==> config.mk <==
export PLATFORM = sky130hd
export DESIGN_NAME = seven_seg_scan_flat
export DESIGN_NICKNAME = d
export VERILOG_FILES = /design/src/rtl/seven_seg_scan_if.sv /design/src/rtl/seven_seg_scan.sv /design/src/flat_wrapper.sv
export SDC_FILE = /design/constraint.sdc
export NUM_CORES = 1
export LEC_CHECK = 0
export ABC_CLOCK_PERIOD_IN_PS = 2820
export CORE_MARGIN = 3
export CORE_UTILIZATION = 30
export DETAILED_ROUTE_END_ITERATION = 10
export PLACE_DENSITY = 0.57
export SETUP_SLACK_MARGIN = 0.4
export SYNTH_ARGS = -nofsm -noshare
export SYNTH_HDL_FRONTEND = slang
export SYNTH_SLANG_ARGS = --single-unit
==> constraint.sdc <==
create_clock -name clk -period 2.82 [get_ports clk]
set_input_delay 0.282 -clock clk [delete_from_list [all_inputs] [get_ports clk]]
set_output_delay 0.282 -clock clk [all_outputs]
set_load 0.1 [all_outputs]
==> src/rtl/seven_seg_scan_if.sv <==
// Display scanner bus: value/dp/load/blank in, frame/strobe/digit index out.
interface seven_seg_scan_if;
  logic [15:0] value_in;
  logic [3:0]  dp_in;
  logic        load;
  logic        blank;
  logic [15:0] frame;
  logic        frame_stb;
  logic [1:0]  digit_idx;

  modport master (
    output value_in, dp_in, load, blank,
    input  frame, frame_stb, digit_idx
  );

  modport slave (
    input  value_in, dp_in, load, blank,
    output frame, frame_stb, digit_idx
  );
endinterface

==> src/rtl/seven_seg_scan.sv <==
// seven_seg_scan: time-multiplexes a 4-hex-digit value into {seg, dsel} frames
// for the downstream serial shifter. Optional macro SEG_LZB_EN enables
// leading-zero blanking of digits above digit 0.
module seven_seg_scan #(
  parameter int unsigned NUM_DIGITS = 4,
  parameter int unsigned DWELL      = 1024
) (
  input logic            clk,
  input logic            rst,
  seven_seg_scan_if.slave bus
);

  localparam int unsigned CNT_W = 16;
  localparam int unsigned IDX_W = 2;
  localparam logic [CNT_W-1:0] DWELL_RELOAD = CNT_W'(DWELL - 1);
  localparam logic [IDX_W-1:0] LAST_IDX     = IDX_W'(NUM_DIGITS - 1);
`ifdef SEG_LZB_EN
  localparam logic [15:0] VAL_MASK = 16'((64'd1 << (NUM_DIGITS * 4)) - 64'd1);
`endif

  // Elaboration-time parameter range checks
  if (DWELL < 16 || DWELL > 65535) begin : g_dwell_chk
    $error("seven_seg_scan: DWELL must be in 16..65535");
  end
  if (NUM_DIGITS < 1 || NUM_DIGITS > 4) begin : g_digits_chk
    $error("seven_seg_scan: NUM_DIGITS must be in 1..4");
  end

  typedef enum logic {ST_BLANK = 1'b0, ST_SCAN = 1'b1} state_t;

  state_t           state, state_nxt;
  logic [CNT_W-1:0] dwell_cnt, cnt_nxt;
  logic [IDX_W-1:0] digit_idx, idx_nxt;
  logic [15:0]      pend_val, act_val, act_val_nxt;
  logic [3:0]       pend_dp, act_dp, act_dp_nxt;
  logic [15:0]      frame_q, frame_nxt;
  logic             stb_q, stb_nxt;
  logic             boundary_c;
  logic [3:0]       nib;
  logic             dp_bit;
  logic [7:0]       seg_raw, seg;

  assign boundary_c = (dwell_cnt == '0);

  // Active-low hex segment patterns {dp,g,f,e,d,c,b,a}, dp off
  function automatic logic [7:0] hex_seg(input logic [3:0] n);
    case (n)
      4'h0: return 8'hC0;
      4'h1: return 8'hF9;
      4'h2: return 8'hA4;
      4'h3: return 8'hB0;
      4'h4: return 8'h99;
      4'h5: return 8'h92;
      4'h6: return 8'h82;
      4'h7: return 8'hF8;
      4'h8: return 8'h80;
      4'h9: return 8'h90;
      4'hA: return 8'h88;
      4'hB: return 8'h83;
      4'hC: return 8'hC6;
      4'hD: return 8'hA1;
      4'hE: return 8'h86;
      default: return 8'h8E;
    endcase
  endfunction

  // State register
  always_ff @(posedge clk) begin
    if (rst) state <= ST_BLANK;
    else     state <= state_nxt;
  end

  // Next state: leave the post-reset blank period once the first dwell expires
  always_comb begin
    state_nxt = state;
    if (state == ST_BLANK && boundary_c) state_nxt = ST_SCAN;
  end

  // Outputs and datapath next values, all changes happen at dwell boundaries
  always_comb begin
    cnt_nxt     = dwell_cnt - CNT_W'(1);
    idx_nxt     = digit_idx;
    act_val_nxt = act_val;
    act_dp_nxt  = act_dp;
    frame_nxt   = frame_q;
    stb_nxt     = 1'b0;
    nib         = '0;
    dp_bit      = 1'b0;
    seg_raw     = 8'hFF;
    seg         = 8'hFF;
    if (boundary_c) begin
      cnt_nxt = DWELL_RELOAD;
      stb_nxt = 1'b1;
      if (state == ST_SCAN && digit_idx != LAST_IDX) idx_nxt = digit_idx + IDX_W'(1);
      else                                           idx_nxt = '0;
      // New pass: adopt pending value, or a load landing on this very edge
      if (idx_nxt == '0) begin
        act_val_nxt = bus.load ? bus.value_in : pend_val;
        act_dp_nxt  = bus.load ? bus.dp_in    : pend_dp;
      end
      nib     = 4'(act_val_nxt >> {idx_nxt, 2'b00});
      dp_bit  = act_dp_nxt[idx_nxt];
      seg_raw = hex_seg(nib);
      seg     = {~dp_bit, seg_raw[6:0]};
`ifdef SEG_LZB_EN
      if (idx_nxt != '0 && ((act_val_nxt & VAL_MASK) >> {idx_nxt, 2'b00}) == 16'd0)
        seg = {~dp_bit, 7'h7F};
`endif
      frame_nxt = bus.blank ? 16'hFFFF : {seg, ~(8'h01 << idx_nxt)};
    end
  end

  // Datapath registers
  always_ff @(posedge clk) begin
    if (rst) begin
      dwell_cnt <= DWELL_RELOAD;
      digit_idx <= '0;
      pend_val  <= '0;
      pend_dp   <= '0;
      act_val   <= '0;
      act_dp    <= '0;
      frame_q   <= 16'hFFFF;
      stb_q     <= 1'b0;
    end else begin
      dwell_cnt <= cnt_nxt;
      digit_idx <= idx_nxt;
      act_val   <= act_val_nxt;
      act_dp    <= act_dp_nxt;
      frame_q   <= frame_nxt;
      stb_q     <= stb_nxt;
      if (bus.load) begin
        pend_val <= bus.value_in;
        pend_dp  <= bus.dp_in;
      end
    end
  end

  assign bus.frame     = frame_q;
  assign bus.frame_stb = stb_q;
  assign bus.digit_idx = digit_idx;

endmodule

==> src/flat_wrapper.sv <==
// flat-port wrapper written by rule: the top's interface ports become plain ports
module seven_seg_scan_flat 
#(
  parameter int unsigned NUM_DIGITS = 4,
  parameter int unsigned DWELL      = 1024
)
  (clk, rst, bus_value_in, bus_dp_in, bus_load, bus_blank, bus_frame, bus_frame_stb, bus_digit_idx);
  seven_seg_scan_if bus_i ();
  input logic clk;
  input logic rst;
  input wire logic [$bits(bus_i.value_in)-1:0] bus_value_in;
  input wire logic [$bits(bus_i.dp_in)-1:0] bus_dp_in;
  input wire logic [$bits(bus_i.load)-1:0] bus_load;
  input wire logic [$bits(bus_i.blank)-1:0] bus_blank;
  output wire logic [$bits(bus_i.frame)-1:0] bus_frame;
  output wire logic [$bits(bus_i.frame_stb)-1:0] bus_frame_stb;
  output wire logic [$bits(bus_i.digit_idx)-1:0] bus_digit_idx;
  assign bus_i.value_in = bus_value_in;
  assign bus_i.dp_in = bus_dp_in;
  assign bus_i.load = bus_load;
  assign bus_i.blank = bus_blank;
  assign bus_frame = bus_i.frame;
  assign bus_frame_stb = bus_i.frame_stb;
  assign bus_digit_idx = bus_i.digit_idx;
  seven_seg_scan #(.NUM_DIGITS(NUM_DIGITS), .DWELL(DWELL)) u_core (.clk(clk), .rst(rst), .bus(bus_i));
endmodule
==> flow_summary.toml <==
[global_routing]
grt.total_usage_pct = 12.4
first_global_vias = 2226
grt_pass1_wl_um = 11100
grt_max_degree = 42
overflow = 0
antenna_found_initial = 0

[worst_setup_path]
r2r_start = "u_core.bus.digit_idx[0]"
crit_type = "reg -> reg"
worstSetupEndpointType = "register"
path_max_fanout = 5
critPathMaxStageDelay_ns = 0.41
crit_start = "u_core.bus.digit_idx[0]"
slowest_stage = "or3b_4"
crit_path_cell_trace = "ha_4 > or3b_4 > a2bb2oi_1 > o21ai_2 > ha_1 > nor3_2 > a211oi_1 > o32a_1"
cp_top_family = "compound AO/OA/AOI/OAI gates"
critPathRequiredTime_ns = 3.05
worstPathArrival_ns = 2.59
timing.critical_path.buf_inv = 0
worstSetupStartpointType = "register"

[timing]
finClkSkew_ns = 0.00963
hold_viol = 0
fin_crit_ns = 2.37
tightest_slew_ns = 0.709
fmax_mhz = 423
relSlewSlack_pct = 52.7
rsz0062_at_grt = "yes"
setup_violations = 0
tns_ns = 0
period_share_pct = 83.9
slew_viol_final = 0
layout_setup_ws_ns = 0.454

[layout]
drive_above_1_share_pct = 17.4
layout.nets = 392
fill_cells = 975
area_growth_pct = 26.5
diodes = 0
fin_cells = 492

[pwr]
irDropWorstVdd_mv = 0.267
p_leak_nw = 1.37
finalPower_mw = 2.02
p_per_area_nw_per_um2 = 544

[floorplan]
rows = 35
core-area_um2 = 9370
num_io_pins = 43
dieArea_um2 = 11000
dieHeight_um = 105
start_util_pct = 31.3
die_x_um = 105

[detailed_routing]
drc = 0
first_iter_violations = 56
wl_per_cell_um = 13.7
ant_nets = 0
first_pass_iters = 4
vias = 2316
finalWirelength_um = 6750
avgViaCountPerCell = 4.71

[clock_tree]
cts_root_buf = "clkbuf_8"
cts_hold_buf = 0
cts-htree-levels = 3
cts_buffer_depth = 2
cts.clk_slew.worst_paths_ns = 0.07
cts_inserted_buffers = 9
clk_latency_ns = 0.34
cts_tree = "done"
cts_sinks = 67

[synthesis]
yosys-top-cells-count = "67 x dfxtp_1, 59 x nor2_1, 23 x mux2i_1"
yosys.area_share.simple_pct = 17.7
synth-xor-area-share_pct = 3.28
synth_top_area_cell = "dfxtp_1"
yosysMostFrequentCell = "dfxtp_1"
synth_area_um2 = 2930
synth_edf_count = 0
syn_inst = 314
yosysWarnings = 0
ys_top_cells_by_area = "dfxtp_1 46%, mux2i_1 7.8%, nor2_1 7.6%"
synth-compound-area-share_pct = 15.9
postSynth.asyncResetShare_pct = 0
syn_area_per_cell_um2 = 9.34
synth_mux_area_share_pct = 9.22
ys_seq_elements = 67
synthFlopType = "dfxtp_1"
synth_top_family_by_area = "simple AND/OR/NAND/NOR gates"
synthAdderAreaFrac_pct = 3.84
ys_seq_area_share_pct = 45.7
synth_cell_types = 55
synth_top_area_share_pct = 45.7

[run_status]
status = "finished, final reports clean"

[placed_design]
place.gp.congestion = 0.887
hpwl_um = 4630
post-place-cells = 468
io_buffers = 38
pre_cts_ws_ns = 0.0986

[job]
drv_cap = 0

[min_path]
min_path_type = "reg -> reg"
hold_path.startpoint = "u_core.dwell_cnt[0]"
## where the power goes
part | switching, mW | internal [mW]
registers | 0.00745 | 0.964
clock network | 0.361 | 0.492
logic | 0.112 | 0.0819
## metrics by stage
step	hold slack, ns	area, um2	util [%]
after floorplan	0.385	2970	-
after global placement	0.402	3400	36.3
after detailed placement	0.402	3400	36.3
after CTS	0.418	3640	38.8
after global routing	0.436	3710	39.6
final	0.415	3710	39.6
## final timing paths
| kind | to | slack, ns | depth (start not counted) |
|---|---|---|---|
| max | u_core.bus.frame[9] | 0.45 | 8 |
| max reg2reg | u_core.bus.frame[9] | 0.45 | 8 |
| min reg2reg | u_core.dwell_cnt[0] | 0.41 | 1 |
| min | u_core.dwell_cnt[0] | 0.41 | 1 |
## layout make-up
| cell class | count | area [um2] | area share [%] |
|---|---|---|---|
| multi-input cells | 224 | 1530 | 41.3 |
| flip-flops and latches | 67 | 1350 | 36.3 |
| repair buffers | 51 | 440 | 11.9 |
| well taps | 129 | 161 | 4.35 |
| clock buffers | 10 | 128 | 3.44 |
| clock inverters | 5 | 78.8 | 2.12 |
| inverters | 6 | 22.5 | 0.607 |
## sequential cells by signal, summed over array words and instances (netlist names)
signal,cells
u_core.act_val,12
u_core.bus.digit_idx,2
u_core.dwell_cnt,16
u_core.pend_val,16
u_core.bus.frame,12
u_core.act_dp,3
u_core.pend_dp,4
u_core.state,1
u_core.bus.frame_stb,1
## layer usage
metal / routed length [um] / up-vias / GRT usage [%]
met1: 3470 / 1067 / 16.6
met4: 74 / 0 / 4.40
met5: 0 / - / 0
met3: 277 / 9 / 3.89
met2: 2930 / 38 / 18.9
li1: - / 1202 / -
## logic make-up (layout without fill, tap and decap cells)
logic type	count (synthesis)	in the layout
AND/OR/NAND/NOR	112	112
adder cells (fa/ha/maj)	9	9
buffers and inverters	26	72
AO/OA/AOI/OAI	62	62
flip-flops	67	67
other	1	4
multiplexers	26	26
XOR/XNOR	11	11
## cells in the final DEF, fill, tap and decap left out, drive strengths merged, types with 2 or more instances in the layout
master / instances
o22ai: 3
o32ai: 2
xnor2: 7
nand3: 4
a21oi: 9
nor2b: 2
a211oi: 19
or3: 6
o21ai: 7
a2111oi: 3
nor3: 10
dfxtp: 67
ha: 9
mux2i: 24
clkinv: 3
o22a: 2
inv: 6
clkdlybuf4s50: 23
nand2: 17
o21a: 2
a31oi: 4
o32a: 3
buf: 28
mux2: 2
conb: 4
clkbuf: 10
nor2: 60
xor2: 4
nor4: 3
bufinv: 2
## worst register-to-register path, stage by stage (launching register included)
cell and delay [ns]:
dfxtp_4 0.37, ha_4 0.17, or3b_4 0.41, a2bb2oi_1 0.16
o21ai_2 0.22, ha_1 0.28, nor3_2 0.26, a211oi_1 0.10
o32a_1 0.30
## repair_timing
action	CTS	global route
setup endpoints to repair	4	7
buffers inserted	3	6
pin swaps	2	2
resized for setup	2	6
Note: power is estimated with default switching activity, not from simulation.
